<file path="src/rtl/dbus_input_port.sv">
// dbus_input_port
// Memory-mapped input port responder on the data memory bus. Raw board inputs
// pass through a two-flop synchronizer and a per-bit debouncer; the debounced
// levels, sticky rising-edge flags and an interrupt mask are readable over the
// bus. o_RdData is zero whenever the block is not addressed so the top level
// can OR it with the data memory read data.
//
// Register map (byte offsets from BASE_ADDR, i_Addr[1:0] ignored):
//   +0  STATE  read-only debounced levels
//   +4  EDGE   rising-edge flags, write-1-to-clear
//   +8  MASK   interrupt mask, read/write
//   +12 FALL   falling-edge flags, write-1-to-clear (reads 0 when disabled)
//
// Optional feature: define INPORT_FALL_EDGE_EN to build the FALL register and
// include it in the interrupt term. Without it, +12 reads 0, ignores writes,
// and no FALL flops exist.
module dbus_input_port #(
  parameter int                    DATA_WIDTH      = 32,
  parameter int                    ADDR_WIDTH      = 10,
  parameter logic [ADDR_WIDTH-1:0] BASE_ADDR       = 10'h0204,
  parameter int                    IN_WIDTH        = 6,
  parameter int                    DEBOUNCE_CYCLES = 500000
) (
  input  logic                  i_Clock,
  input  logic                  i_Reset,
  input  logic [ADDR_WIDTH-1:0] i_Addr,
  input  logic                  i_WrEnable,
  input  logic [DATA_WIDTH-1:0] i_WrData,
  output logic [DATA_WIDTH-1:0] o_RdData,
  output logic                  o_Hit,
  input  logic [IN_WIDTH-1:0]   i_Inputs,
  output logic                  o_Irq
);

  // Counter only needs to reach DEBOUNCE_CYCLES-1, after which it is reset.
  localparam int                    CNT_W     = $clog2(DEBOUNCE_CYCLES);
  localparam logic [CNT_W-1:0]      CNT_LAST  = CNT_W'(DEBOUNCE_CYCLES - 1);
  localparam logic [ADDR_WIDTH-3:0] BASE_WORD = BASE_ADDR[ADDR_WIDTH-1:2];

  localparam logic [1:0] OFF_STATE = 2'd0;
  localparam logic [1:0] OFF_EDGE  = 2'd1;
  localparam logic [1:0] OFF_MASK  = 2'd2;
  localparam logic [1:0] OFF_FALL  = 2'd3;

  // ------------------------------------------------------------------------
  // Address decode: the block spans four consecutive words from BASE_ADDR.
  // The word offset is computed modulo the address space; any address below
  // the base wraps to a large offset and therefore misses.
  // ------------------------------------------------------------------------
  logic [ADDR_WIDTH-3:0] w_word_off;
  logic [1:0]            w_reg_sel;
  logic                  w_hit;
  logic                  w_wr;
  logic                  w_wr_edge;
  logic                  w_wr_mask;
  logic [IN_WIDTH-1:0]   w_wdata;

  assign w_word_off = i_Addr[ADDR_WIDTH-1:2] - BASE_WORD;
  assign w_hit      = (w_word_off[ADDR_WIDTH-3:2] == '0);
  assign w_reg_sel  = w_word_off[1:0];
  assign w_wr       = i_WrEnable & w_hit;
  assign w_wr_edge  = w_wr & (w_reg_sel == OFF_EDGE);
  assign w_wr_mask  = w_wr & (w_reg_sel == OFF_MASK);
  assign w_wdata    = i_WrData[IN_WIDTH-1:0];
  assign o_Hit      = w_hit;

  // Byte-lane bits of the address and data bits above IN_WIDTH are unused.
  logic w_unused_ok;
  assign w_unused_ok = &{1'b0, i_Addr[1:0], i_WrData};

  // ------------------------------------------------------------------------
  // Two-flop synchronizer for the asynchronous board inputs.
  // ------------------------------------------------------------------------
  logic [IN_WIDTH-1:0] r_sync1;
  logic [IN_WIDTH-1:0] r_sync2;

  // Synchronizer chain: raw -> s1 -> s2.
  always_ff @(posedge i_Clock or negedge i_Reset) begin
    if (!i_Reset) begin
      r_sync1 <= '0;
      r_sync2 <= '0;
    end else begin
      r_sync1 <= i_Inputs;
      r_sync2 <= r_sync1;
    end
  end

  // ------------------------------------------------------------------------
  // Per-bit debouncer. Each bit counts consecutive cycles where the
  // synchronized value differs from the accepted level; any return to the
  // accepted level (a bounce) restarts the count. On the cycle the count
  // reaches its last value while still differing, the new level is accepted.
  // ------------------------------------------------------------------------
  logic [IN_WIDTH-1:0] r_stable;
  logic [IN_WIDTH-1:0] w_stable_next;

  generate
    for (genvar gi = 0; gi < IN_WIDTH; gi++) begin : g_debounce
      logic [CNT_W-1:0] r_cnt;
      logic             w_differ;
      logic             w_accept;

      assign w_differ = r_sync2[gi] ^ r_stable[gi];
      assign w_accept = w_differ && (r_cnt == CNT_LAST);
      assign w_stable_next[gi] = w_accept ? r_sync2[gi] : r_stable[gi];

      // Stability counter: runs while the input differs, clears on a bounce
      // or when the change is accepted, so it never wraps.
      always_ff @(posedge i_Clock or negedge i_Reset) begin
        if (!i_Reset) begin
          r_cnt <= '0;
        end else if (!w_differ || w_accept) begin
          r_cnt <= '0;
        end else begin
          r_cnt <= r_cnt + CNT_W'(1);
        end
      end
    end
  endgenerate

  // Accepted (debounced) input levels.
  always_ff @(posedge i_Clock or negedge i_Reset) begin
    if (!i_Reset) begin
      r_stable <= '0;
    end else begin
      r_stable <= w_stable_next;
    end
  end

  // ------------------------------------------------------------------------
  // Edge capture and interrupt mask.
  // ------------------------------------------------------------------------
  logic [IN_WIDTH-1:0] w_rise;
  logic [IN_WIDTH-1:0] r_edge;
  logic [IN_WIDTH-1:0] r_mask;

  // A rise is flagged on the same edge the debounced level goes 0->1.
  assign w_rise = w_stable_next & ~r_stable;

  // Sticky rise flags; a new rise in the clearing cycle keeps the flag set.
  always_ff @(posedge i_Clock or negedge i_Reset) begin
    if (!i_Reset) begin
      r_edge <= '0;
    end else if (w_wr_edge) begin
      r_edge <= (r_edge & ~w_wdata) | w_rise;
    end else begin
      r_edge <= r_edge | w_rise;
    end
  end

  // Interrupt mask, plain read/write.
  always_ff @(posedge i_Clock or negedge i_Reset) begin
    if (!i_Reset) begin
      r_mask <= '0;
    end else if (w_wr_mask) begin
      r_mask <= w_wdata;
    end
  end

`ifdef INPORT_FALL_EDGE_EN
  logic [IN_WIDTH-1:0] w_fall;
  logic [IN_WIDTH-1:0] r_fall;
  logic                w_wr_fall;

  assign w_fall    = r_stable & ~w_stable_next;
  assign w_wr_fall = w_wr & (w_reg_sel == OFF_FALL);

  // Sticky fall flags with the same set-beats-clear rule as the rise flags.
  always_ff @(posedge i_Clock or negedge i_Reset) begin
    if (!i_Reset) begin
      r_fall <= '0;
    end else if (w_wr_fall) begin
      r_fall <= (r_fall & ~w_wdata) | w_fall;
    end else begin
      r_fall <= r_fall | w_fall;
    end
  end

  // Interrupt is formed from flops only so bus activity cannot glitch it.
  assign o_Irq = |((r_edge | r_fall) & r_mask);
`else
  // Interrupt is formed from flops only so bus activity cannot glitch it.
  assign o_Irq = |(r_edge & r_mask);
`endif

  // ------------------------------------------------------------------------
  // Zero-latency read mux; drives zero when the block is not addressed.
  // ------------------------------------------------------------------------
  logic [IN_WIDTH-1:0] w_rd_bits;

  // Register select and zero-extension onto the bus.
  always_comb begin
    w_rd_bits = '0;
    o_RdData  = '0;
    case (w_reg_sel)
      OFF_STATE: w_rd_bits = r_stable;
      OFF_EDGE:  w_rd_bits = r_edge;
      OFF_MASK:  w_rd_bits = r_mask;
`ifdef INPORT_FALL_EDGE_EN
      OFF_FALL:  w_rd_bits = r_fall;
`else
      OFF_FALL:  w_rd_bits = '0;
`endif
      default:   w_rd_bits = '0;
    endcase
    if (w_hit) begin
      o_RdData[IN_WIDTH-1:0] = w_rd_bits;
    end
  end

endmodule

</file>
<file path="config.mk">
export PLATFORM = sky130hd
export DESIGN_NAME = dbus_input_port
export DESIGN_NICKNAME = d
export VERILOG_FILES = /design/src/rtl/dbus_input_port.sv
export SDC_FILE = /design/constraint.sdc
export NUM_CORES = 1
export LEC_CHECK = 0
export CORE_ASPECT_RATIO = 0.9
export CORE_MARGIN = 2
export CORE_UTILIZATION = 25
export CTS_BUF_LIST = sky130_fd_sc_hd__clkbuf_4
export CTS_CLUSTER_DIAMETER = 150
export CTS_CLUSTER_SIZE = 14
export DETAILED_ROUTE_END_ITERATION = 10
export PLACE_DENSITY = 0.4
export SLEW_MARGIN = 20
export SYNTH_ARGS = -nofsm -noshare
export SYNTH_HDL_FRONTEND = slang
export SYNTH_SLANG_ARGS = --single-unit
</file>
<file path="constraint.sdc">
create_clock -name i_Clock -period 2 [get_ports i_Clock]
set_input_delay 0.3 -clock i_Clock [delete_from_list [all_inputs] [get_ports i_Clock]]
set_output_delay 0.3 -clock i_Clock [all_outputs]
set_load 0.02 [all_outputs]
</file>
==> impl_metrics.csv, run 1 <==
group,metric,value,unit
status,outcome,"finished, violations left",
status,violations,"negative setup slack",
detailed_routing,wl_per_cell,13.5,um
critical_path,worstSetupPathType,"primary input to primary output",
global_route,grt_max_degree,75,
critical_path,start_kind,"primary input",
power_and_ir_drop,vdd_drop_max,0.320,mV
floorplan,dieHeight,165,um
floorplan,dieArea,30300,um^2
clocking,cts_root_buffer,"clkbuf_4",
floorplan,fp.dieW,183,um
detailed_routing,viasPerCell,4.44,
placed_design,routabilityCongestion,0.765,
detailed_routing,drc,0,
clocking,cts_buffers,17,
logic_synthesis,synth_top_area_share,49.8,%
logic_synthesis,synthMuxAreaShare,3.36,%
logic_synthesis,avgSynthCellArea,9.91,um^2
finish,final_cell_mix,"dfrtp_1 (144), nor2_1 (110), xnor2_1 (71)",
global_route,grt_pass1_vias,5442,
clocking,cts.clk_slew.worst_paths,0.15,ns
detailed_routing,drt-initial-drc-count,394,
sta,finalMaxSlewViolations,0,
clocking,clk_latency,0.56,ns
logic_synthesis,synth_warnings,0,
power_and_ir_drop,p_per_area,567,nW/um^2
logic_synthesis,synth_simple_gate_area_share,24.3,%
detailed_routing,highest_layer,"met4",
floorplan,placementRows,59,
sta,hold_violations,0,
power_and_ir_drop,p_total,5.02,mW
logic_synthesis,synth-compound-area-share,5.26,%
critical_path,cp_num_buf_inv,4,
finish,drive_gt1_share,20.9,%
sta,min_period,2.11,ns
sta,postLayoutSetupSlackWorst,-0.115,ns
detailed_routing,routed_wl,16500,um
logic_synthesis,synth_xor_area_share,11.0,%
logic_synthesis,yosys-top-cells-area,"dfrtp_1 (50%), xnor2_1 (8.6%), nor2_1 (6.1%), nand3_1 (3.0%), mux2_2 (2.8%)",
hold_path,hold_path.class,"primary input to asynchronous set/reset pin",
finish,final_common_cell,"dfrtp_1",
logic_synthesis,synth_fa_ha_area_share,1.04,%
logic_synthesis,synth_edf_count,0,
global_route,grt_usage,11.7,%
critical_path,critPathMaxFanout,4,
logic_synthesis,syn-instance-count,730,
detailed_routing,firstDrtPassIters,5,
finish,fin_nets,896,
logic_synthesis,synth_top_area_cell,"dfrtp_1",
logic_synthesis,synth_area,7230,um^2
floorplan,coreArea,28700,um^2
sta,min_period_over_period,106,%
finish,syn2layout_area_growth,22.4,%
finish,final_area,8860,um^2
detailed_routing,drt-met1-wl,8360,um
detailed_routing,wl_met3,579,um
logic_synthesis,synth_top_family_by_area,"simple AND/OR/NAND/NOR gates",
placed_design,hpwl,11700,um
detailed_routing,num_vias,5430,
critical_path,arrival,1.81,ns
critical_path,slowest_stage,"or4b_4",
clocking,cts_tree,"built",
critical_path,slowest_delay,0.53,ns
clocking,clock-sinks,144,
sta,finClkSkew,0.0229,ns
critical_path,crit_top_cell,"buf_6",
detailed_routing,routed-wl-met2,7420,um
logic_synthesis,synth_ff_type,"dfrtp_1",
critical_path,worstSetupEndpointType,"primary output",
power_and_ir_drop,power_leakage,3.47,nW
sta,setup-violations-final,4,
placed_design,portBuffers,30,
clocking,clockBufferDepth,2,
global_route,grt_first_pass_wirelength,28100,um
logic_synthesis,ys_async_sr_fraction,100,%
sta,rsz0062_at_grt,"true",
global_route,grt_overflow,0,
critical_path,worstReg2RegStart,"g_debounce[0].r_cnt[9]",
logic_synthesis,ys_seq_elements,144,
detailed_routing,ant_nets,0,
sta,fmax,473,MHz
critical_path,path_cells,"buf_6 -> or4b_4 -> or3_4 -> buf_8 -> buf_6 -> nor2_4 -> buf_6",
clocking,htreeDepth,4,
sta,timing.setup.tns,-0.326,ns
run,cap_viol_max_count,0,
placed_design,place_area,8380,um^2
critical_path,cp_top_family,"simple AND/OR/NAND/NOR gates",
critical_path,critPathLaunch,"i_Addr[8]",
logic_synthesis,ys_seq_area_share,49.8,%
floorplan,ios,85,
critical_path,cp_data_required_time,1.70,ns
floorplan,start_util,25.2,%
logic_synthesis,synth_cell_types,50,
global_route,antenna_found_initial,1,
path summary, 6_finish.rpt:
path | end | slack [ns] | cells after the start
setup / recovery | o_RdData[4] | -0.11 | 7
hold / removal | g_debounce[5].r_cnt[0] | 0.09 | 2
setup reg to reg | r_stable[0] | 0.02 | 4
hold reg to reg | r_sync2[5] | 0.37 | 0
max in group asynchronous | g_debounce[1].r_cnt[6] | 1.24 | 3
min in group i_Clock | r_sync1[1] | 0.18 | 1
metrics by stage:
stage               hold WS (ns)  setup WS [ns]  instances  util, %
floorplan                0.00441       0.000454        755        -
global route              0.0144         -0.136       1223     30.8
CTS                       0.0292         -0.154       1212     30.3
detailed placement         0.116          -1.00       1174     29.2
finish                    0.0860         -0.115       1223     30.8
global placement           0.117         -0.977       1174     29.2
worst reg2reg max path, cell delays in order, from the launching register on:
cell,delay (ns)
dfrtp_1,0.40
or4b_4,0.54
or4_4,0.54
nor2_4,0.12
mux2_4,0.30
flip-flops by register name, summed over array words and instances (netlist names):
register	count
g_debounce.r_cnt	114
r_edge	6
r_mask	6
r_stable	6
r_sync1	6
r_sync2	6
final cells by class:
type,instances,area (um^2)
Clock buffer,20,150
Tap cell,366,458
Inverter,29,109
Multi-Input combinational cell,542,3510
Clock inverter,12,88.8
Fill cell,3003,19900
Antenna cell,5,12.5
Sequential cell,144,3600
Timing Repair Buffer,105,925
cell usage after synthesis (all sizes together) (2+ instances only):
cell type,instances
o21bai,2
a32o,6
or2,8
dfrtp,144
nand2,42
buf,31
inv,29
nor3,20
nor4b,9
and4b,2
and3,2
and2,3
nor2,119
mux2i,4
or3,8
xnor2,71
nand3b,2
nand4,32
nor4,33
mux2,18
a22oi,9
o21ai,9
or4b,4
nand3,43
and4,4
o41ai,4
ha,6
or4,8
clkbuf,9
xor2,20
a21oi,17
o31ai,5
logic make-up (layout without fill, tap and decap cells):
| group | Yosys count | in the layout |
|---|---|---|
| mux | 22 | 22 |
| flops | 144 | 144 |
| buf+inv | 69 | 166 |
| fa+ha+maj | 6 | 6 |
| xor+xnor | 91 | 91 |
| simple gates | 344 | 344 |
| compound gates | 53 | 53 |
| other cells | 1 | 31 |
repair_timing:
item | in CTS | in global routing
hold buffers | 1 | 0
gates resized for setup | 62 | 19
cloned | 0 | 1
setup buffers | 5 | 5
pin swaps | 7 | 9
hold endpoints to repair | 144 | 0
setup endpoints to repair | 24 | 26
report_power, final:
part	internal [mW]	total (mW)	switching, mW
logic	0.131	0.339	0.208
clock network	0.534	1.68	1.15
registers	2.96	3.00	0.0467
layer usage:
layer	vias to the layer above	global-route usage (%)
li1	2738	-
met1	2611	16.2
met2	71	18.4
met3	10	2.68
met4	0	3.27
met5	-	0
No activity file was read; power rests on OpenSTA's default activity.
==> inputs of run 2 (changes only) <==
--- a/config.mk
+++ b/config.mk
@@ -12,6 +12,7 @@
 export CTS_CLUSTER_DIAMETER = 150
 export CTS_CLUSTER_SIZE = 14
 export DETAILED_ROUTE_END_ITERATION = 10
+export HOLD_SLACK_MARGIN = 0.03
 export PLACE_DENSITY = 0.4
 export SLEW_MARGIN = 20
 export SYNTH_ARGS = -nofsm -noshare
==> run 2 against run 1 <==
- the run still ends with negative setup slack left
- critical path type unchanged
- cell count rose by 0.16%
- flip-flop and latch count stayed put
- global-route usage is essentially flat
- largest power group unchanged
- largest cell class unchanged
- total power barely moved
==> impl_metrics.csv, run 2 (synthesis results as in run 1) <==
group,metric,value,unit
critical_path,arrival,1.81,ns
critical_path,worstSetupEndpointType,"primary output",
finish,final_area,8880,um^2
detailed_routing,ant_nets,0,
global_route,grt_usage,11.7,%
finish,fin_nets,898,
floorplan,coreArea,28700,um^2
placed_design,routabilityCongestion,0.765,
power_and_ir_drop,vdd_drop_max,0.321,mV
run,cap_viol_max_count,0,
global_route,antenna_found_initial,1,
clocking,clk_latency,0.56,ns
floorplan,dieArea,30300,um^2
finish,drive_gt1_share,20.8,%
finish,final_cells,1225,
detailed_routing,drt-initial-drc-count,385,
clocking,cts_tree,"built",
finish,largest_reg_flops,114,
critical_path,path_cells,"buf_6 -> or4b_4 -> or3_4 -> buf_8 -> buf_6 -> nor2_4 -> buf_6",
floorplan,dieHeight,165,um
clocking,clock-sinks,144,
clocking,cts.clk_slew.worst_paths,0.13,ns
sta,finalMaxSlewViolations,0,
sta,finClkSkew,0.0221,ns
hold_path,hold_path.class,"primary input to flip-flop",
floorplan,start_util,25.2,%
sta,setup-violations-final,4,
clocking,cts_buffers,17,
placed_design,hpwl,11700,um
sta,min_period,2.11,ns
clocking,cts_root_buffer,"clkbuf_4",
floorplan,ios,85,
finish,syn2layout_area_growth,22.7,%
critical_path,slowest_delay,0.53,ns
floorplan,placementRows,59,
placed_design,post-place-cells,1174,
finish,final_cell_mix,"dfrtp_1 (144), nor2_1 (110), xnor2_1 (71)",
critical_path,cp_data_required_time,1.70,ns
placed_design,portBuffers,30,
global_route,grt_overflow,0,
status,outcome,"finished, violations left",
status,violations,"negative setup slack",
finish,final_common_cell,"dfrtp_1",
global_route,grt_pass1_vias,5444,
critical_path,worstSetupPathType,"primary input to primary output",
clocking,clockBufferDepth,2,
detailed_routing,routed_wl,16600,um
critical_path,crit_top_cell,"buf_6",
sta,fmax,473,MHz
placed_design,place_area,8380,um^2
sta,hold_violations,0,
finish,largest_register,"g_debounce.r_cnt",
detailed_routing,drc,0,
critical_path,critPathMaxFanout,4,
clocking,htreeDepth,4,
sta,rsz0062_at_grt,"true",
detailed_routing,viasPerCell,4.45,
power_and_ir_drop,power_leakage,3.48,nW
global_route,grt_first_pass_wirelength,28200,um
power_and_ir_drop,p_per_area,567,nW/um^2
critical_path,start_kind,"primary input",
detailed_routing,num_vias,5451,
detailed_routing,wl_per_cell,13.5,um
sta,min_period_over_period,106,%
critical_path,slowest_stage,"or4b_4",
sta,postLayoutSetupSlackWorst,-0.114,ns
global_route,grt_max_degree,75,
detailed_routing,firstDrtPassIters,5,
floorplan,fp.dieW,183,um
==> run 2: final cells by class <==
cell class | count | area, um^2
Inverter | 29 | 109
Tap cell | 366 | 458
Fill cell | 3001 | 19800
Sequential cell | 144 | 3600
Clock buffer | 20 | 150
Clock inverter | 12 | 88.8
Timing Repair Buffer | 107 | 945
Multi-Input combinational cell | 542 | 3510
Antenna cell | 5 | 12.5
==> run 2: worst paths after layout <==
kind                                        start                 endpoint  slack, ns  depth (start not counted)
min in group asynchronous                 i_Reset  g_debounce[5].r_cnt[11]       0.63                          3
hold / removal                        i_Inputs[1]               r_sync1[1]       0.18                          1
setup / recovery                        i_Addr[8]              o_RdData[4]      -0.11                          7
hold reg to reg                        r_sync1[5]               r_sync2[5]       0.37                          0
max in group asynchronous                 i_Reset   g_debounce[5].r_cnt[1]       0.63                          4
setup reg to reg           g_debounce[0].r_cnt[9]              r_stable[0]       0.02                          4
==> run 2: power by group <==
part	internal (mW)	switching [mW]	total [mW]
registers	2.96	0.0466	3.00
clock network	0.534	1.15	1.68
logic	0.133	0.209	0.342
==> run 2: per-layer routing <==
layer / vias up / global-route usage, % / share of wire [%]
met1: 2622 / 16.3 / 51
met3: 10 / 2.68 / 3.5
met5: - / 0 / 0
met2: 77 / 18.4 / 45
li1: 2742 / - / -
met4: 0 / 3.27 / 0.98
==> run 2: through the flow <==
stage | worst slack, ns | util (%) | total power, mW | hold slack [ns] | setup TNS (ns)
CTS | -0.154 | 30.4 | 5.14 | 0.0471 | -0.578
finish | -0.114 | 30.9 | 5.03 | 0.176 | -0.322
global placement | -0.977 | 29.2 | 3.39 | 0.117 | -10.56
global route | -0.136 | 30.9 | 5.31 | 0.104 | -0.614
detailed placement | -1.00 | 29.2 | 3.39 | 0.116 | -10.95
floorplan | 0.000454 | - | 3.24 | 0.00441 | 0
==> run 2: repair_timing <==
action	in CTS	in global routing
pin swaps	7	9
cloned	0	1
gates resized for setup	62	19
hold buffers	2	1
setup endpoints to repair	24	26
setup buffers	5	5
endpoints found under the hold margin	144	5
==> run 2: critical path: cells and delay by family <==
family | cells | cell delay [ns]
simple gates | 3 | 1.01
buf+inv | 4 | 0.50
==> inputs of run 3 (changes only) <==
--- a/config.mk
+++ b/config.mk
@@ -14,6 +14,7 @@
 export DETAILED_ROUTE_END_ITERATION = 10
 export HOLD_SLACK_MARGIN = 0.03
 export PLACE_DENSITY = 0.4
+export SKIP_LAST_GASP = 1
 export SLEW_MARGIN = 20
 export SYNTH_ARGS = -nofsm -noshare
 export SYNTH_HDL_FRONTEND = slang
==> constraint.sdc (replaced) <==
create_clock -name i_Clock -period 2 [get_ports i_Clock]
set_input_delay 0.4 -clock i_Clock [delete_from_list [all_inputs] [get_ports i_Clock]]
set_output_delay 0.4 -clock i_Clock [all_outputs]
set_load 0.02 [all_outputs]
==> run 3 against run 2 <==
- the flow still finishes with violations (negative setup slack)
- non-clock buffer count increased by 8
- global-route usage increased by 0.074 points
- die area unchanged
- setup slack got worse by 0.13 ns
- largest power group unchanged
==> impl_metrics.csv, run 3 (synthesis results as in run 1) <==
group,metric,value,unit
floorplan,dieHeight,165,um
sta,hold_violations,0,
finish,final_area,9020,um^2
placed_design,hpwl,11900,um
global_route,grt_pass1_vias,5477,
power_and_ir_drop,p_switching,1.52,mW
clocking,clock-sinks,144,
critical_path,cp_num_buf_inv,3,
sta,finClkSkew,0.0204,ns
sta,rsz0062_at_grt,"true",
detailed_routing,drt-initial-drc-count,327,
detailed_routing,viasPerCell,4.43,
power_and_ir_drop,p_int,3.76,mW
finish,fin_nets,906,
run,cap_viol_max_count,0,
critical_path,worstSetupEndpointType,"primary output",
critical_path,arrival,1.84,ns
sta,min_period,2.24,ns
clocking,clockBufferDepth,2,
detailed_routing,ant_nets,0,
critical_path,crit_top_cell,"buf_6",
global_route,grt_usage,11.8,%
clocking,cts_buffers,17,
detailed_routing,routed_wl,16600,um
global_route,grt_max_degree,45,
critical_path,worstSetupPathType,"primary input to primary output",
global_route,antenna_found_initial,1,
power_and_ir_drop,p_clk_share,36.4,%
detailed_routing,num_vias,5449,
floorplan,start_util,25.2,%
power_and_ir_drop,vdd_drop_max,0.300,mV
detailed_routing,drc,0,
floorplan,placementRows,59,
detailed_routing,firstDrtPassIters,4,
critical_path,slowest_stage,"or4b_4",
critical_path,rr_worst_depth,5,
status,outcome,"finished, violations left",
floorplan,coreArea,28700,um^2
status,violations,"negative setup slack",
global_route,grt_first_pass_wirelength,28300,um
finish,final_common_cell,"dfrtp_1",
power_and_ir_drop,comb_power_share,6.7,%
critical_path,critPathMaxFanout,5,
clocking,cts_root_buffer,"clkbuf_4",
critical_path,critPathLaunch,"i_Addr[7]",
floorplan,dieArea,30300,um^2
power_and_ir_drop,switching_share,28.9,%
power_and_ir_drop,p_seq_share,56.9,%
critical_path,cp.depth,6,
placed_design,portBuffers,30,
floorplan,ios,85,
critical_path,r2r-end,"g_debounce[0].r_cnt[10]",
detailed_routing,wl_per_cell,13.5,um
sta,fmax,446,MHz
hold_path,hold_path.class,"primary input to flip-flop",
clocking,cts_tree,"built",
critical_path,slowest_delay,0.53,ns
finish,largest_register,"g_debounce.r_cnt",
critical_path,start_kind,"primary input",
global_route,grt_overflow,0,
sta,min_period_over_period,112,%
critical_path,worstReg2RegStart,"g_debounce[0].r_cnt[11]",
sta,setup-violations-final,8,
finish,final_cell_mix,"dfrtp_1 (141), nor2_1 (101), buf_4 (76)",
sta,postLayoutSetupSlackWorst,-0.240,ns
clocking,clk_latency,0.58,ns
finish,fillers,2997,
finish,largest_reg_flops,114,
finish,drive_gt1_share,23.3,%
critical_path,path_cells,"buf_6 -> or4b_4 -> or3_4 -> buf_12 -> nor2_4 -> buf_6",
clocking,cts.clk_slew.worst_paths,0.15,ns
sta,finalMaxSlewViolations,0,
critical_path,cp_top_family,"simple AND/OR/NAND/NOR gates",
finish,syn2layout_area_growth,24.7,%
finish,post-route-util,31.4,%
placed_design,place_area,8480,um^2
clocking,htreeDepth,4,
power_and_ir_drop,p_per_area,586,nW/um^2
placed_design,routabilityCongestion,0.776,
critical_path,cp_data_required_time,1.60,ns
critical_path,r2r_slack,-0.01,ns
floorplan,fp.dieW,183,um
sta,hold-worst-slack,0.246,ns
power_and_ir_drop,power_leakage,3.53,nW
critical_path,crit_end,"o_RdData[1]",
## run 3: cell count changes in the layout (fill, tap and decap cells not counted), sizes merged
cell,delta
clkdlybuf4s15,+1
dlymetal6s2s,-1
dlygate4sd3,-2
clkinvlp,-4
inv,+6
diode,-3
clkbuf,-3
bufinv,+1
buf,+9
clkdlybuf4s50,+1
## run 3: metal layers
layer | global-route usage [%] | vias up | share of wire (%)
met4 | 3.27 | 0 | 1.0
met2 | 17.9 | 64 | 44
li1 | - | 2757 | -
met5 | 0 | - | 0
met3 | 3.16 | 12 | 3.3
met1 | 16.6 | 2616 | 52
## run 3: worst min-delay path by stage
stage                      startpoint                      to  slack, ns  cells past startpoint
after floorplan               i_Reset  g_debounce[0].r_cnt[0]       0.10                      0
after global routing      i_Inputs[5]              r_sync1[5]       0.16                      1
after CTS                 i_Inputs[5]              r_sync1[5]       0.18                      1
after detailed placement   r_sync1[3]              r_sync2[3]       0.34                      0
final                     i_Inputs[5]              r_sync1[5]       0.25                      1
after global placement     r_sync1[3]              r_sync2[3]       0.34                      0
## run 3: power groups by stage
stage / Combinational [mW] / Sequential (mW) / Clock [mW]
after floorplan: 0.196 / 3.05 / 0
after global placement: 0.336 / 3.06 / 0
after detailed placement: 0.338 / 3.06 / 0
after CTS: 0.343 / 3.01 / 2.03
after global routing: 0.403 / 3.02 / 2.16
final: 0.355 / 3.01 / 1.92
## run 3: cell type report
class | instances | area [um^2] | share of cell area [%]
Sequential cell | 144 | 3610 | 40.0
Clock inverter | 15 | 150 | 1.66
Timing Repair Buffer | 115 | 1010 | 11.2
Inverter | 29 | 109 | 1.21
Antenna cell | 2 | 5.00 | 0.0555
Tap cell | 366 | 458 | 5.08
Multi-Input combinational cell | 542 | 3560 | 39.4
Clock buffer | 17 | 128 | 1.42
## run 3: repair_timing
| item | CTS | global route |
|---|---|---|
| hold endpoints to repair | 39 | 0 |
| cloned | 1 | 0 |
| setup endpoints to repair | 13 | 30 |
| gates resized for setup | 72 | 33 |
| pin swaps | 6 | 13 |
| hold buffers | 1 | 0 |
| setup buffers | 2 | 9 |
## run 3: per-stage QoR
stage | setup WS, ns | power [mW] | instances | TNS [ns]
final | -0.240 | 5.28 | 1230 | -1.41
after global routing | -0.269 | 5.58 | 1230 | -2.14
after CTS | -0.278 | 5.38 | 1219 | -1.57
after detailed placement | -1.11 | 3.40 | 1184 | -11.49
after global placement | -1.09 | 3.40 | 1184 | -11.70
after floorplan | -0.0452 | 3.24 | 755 | -0.276
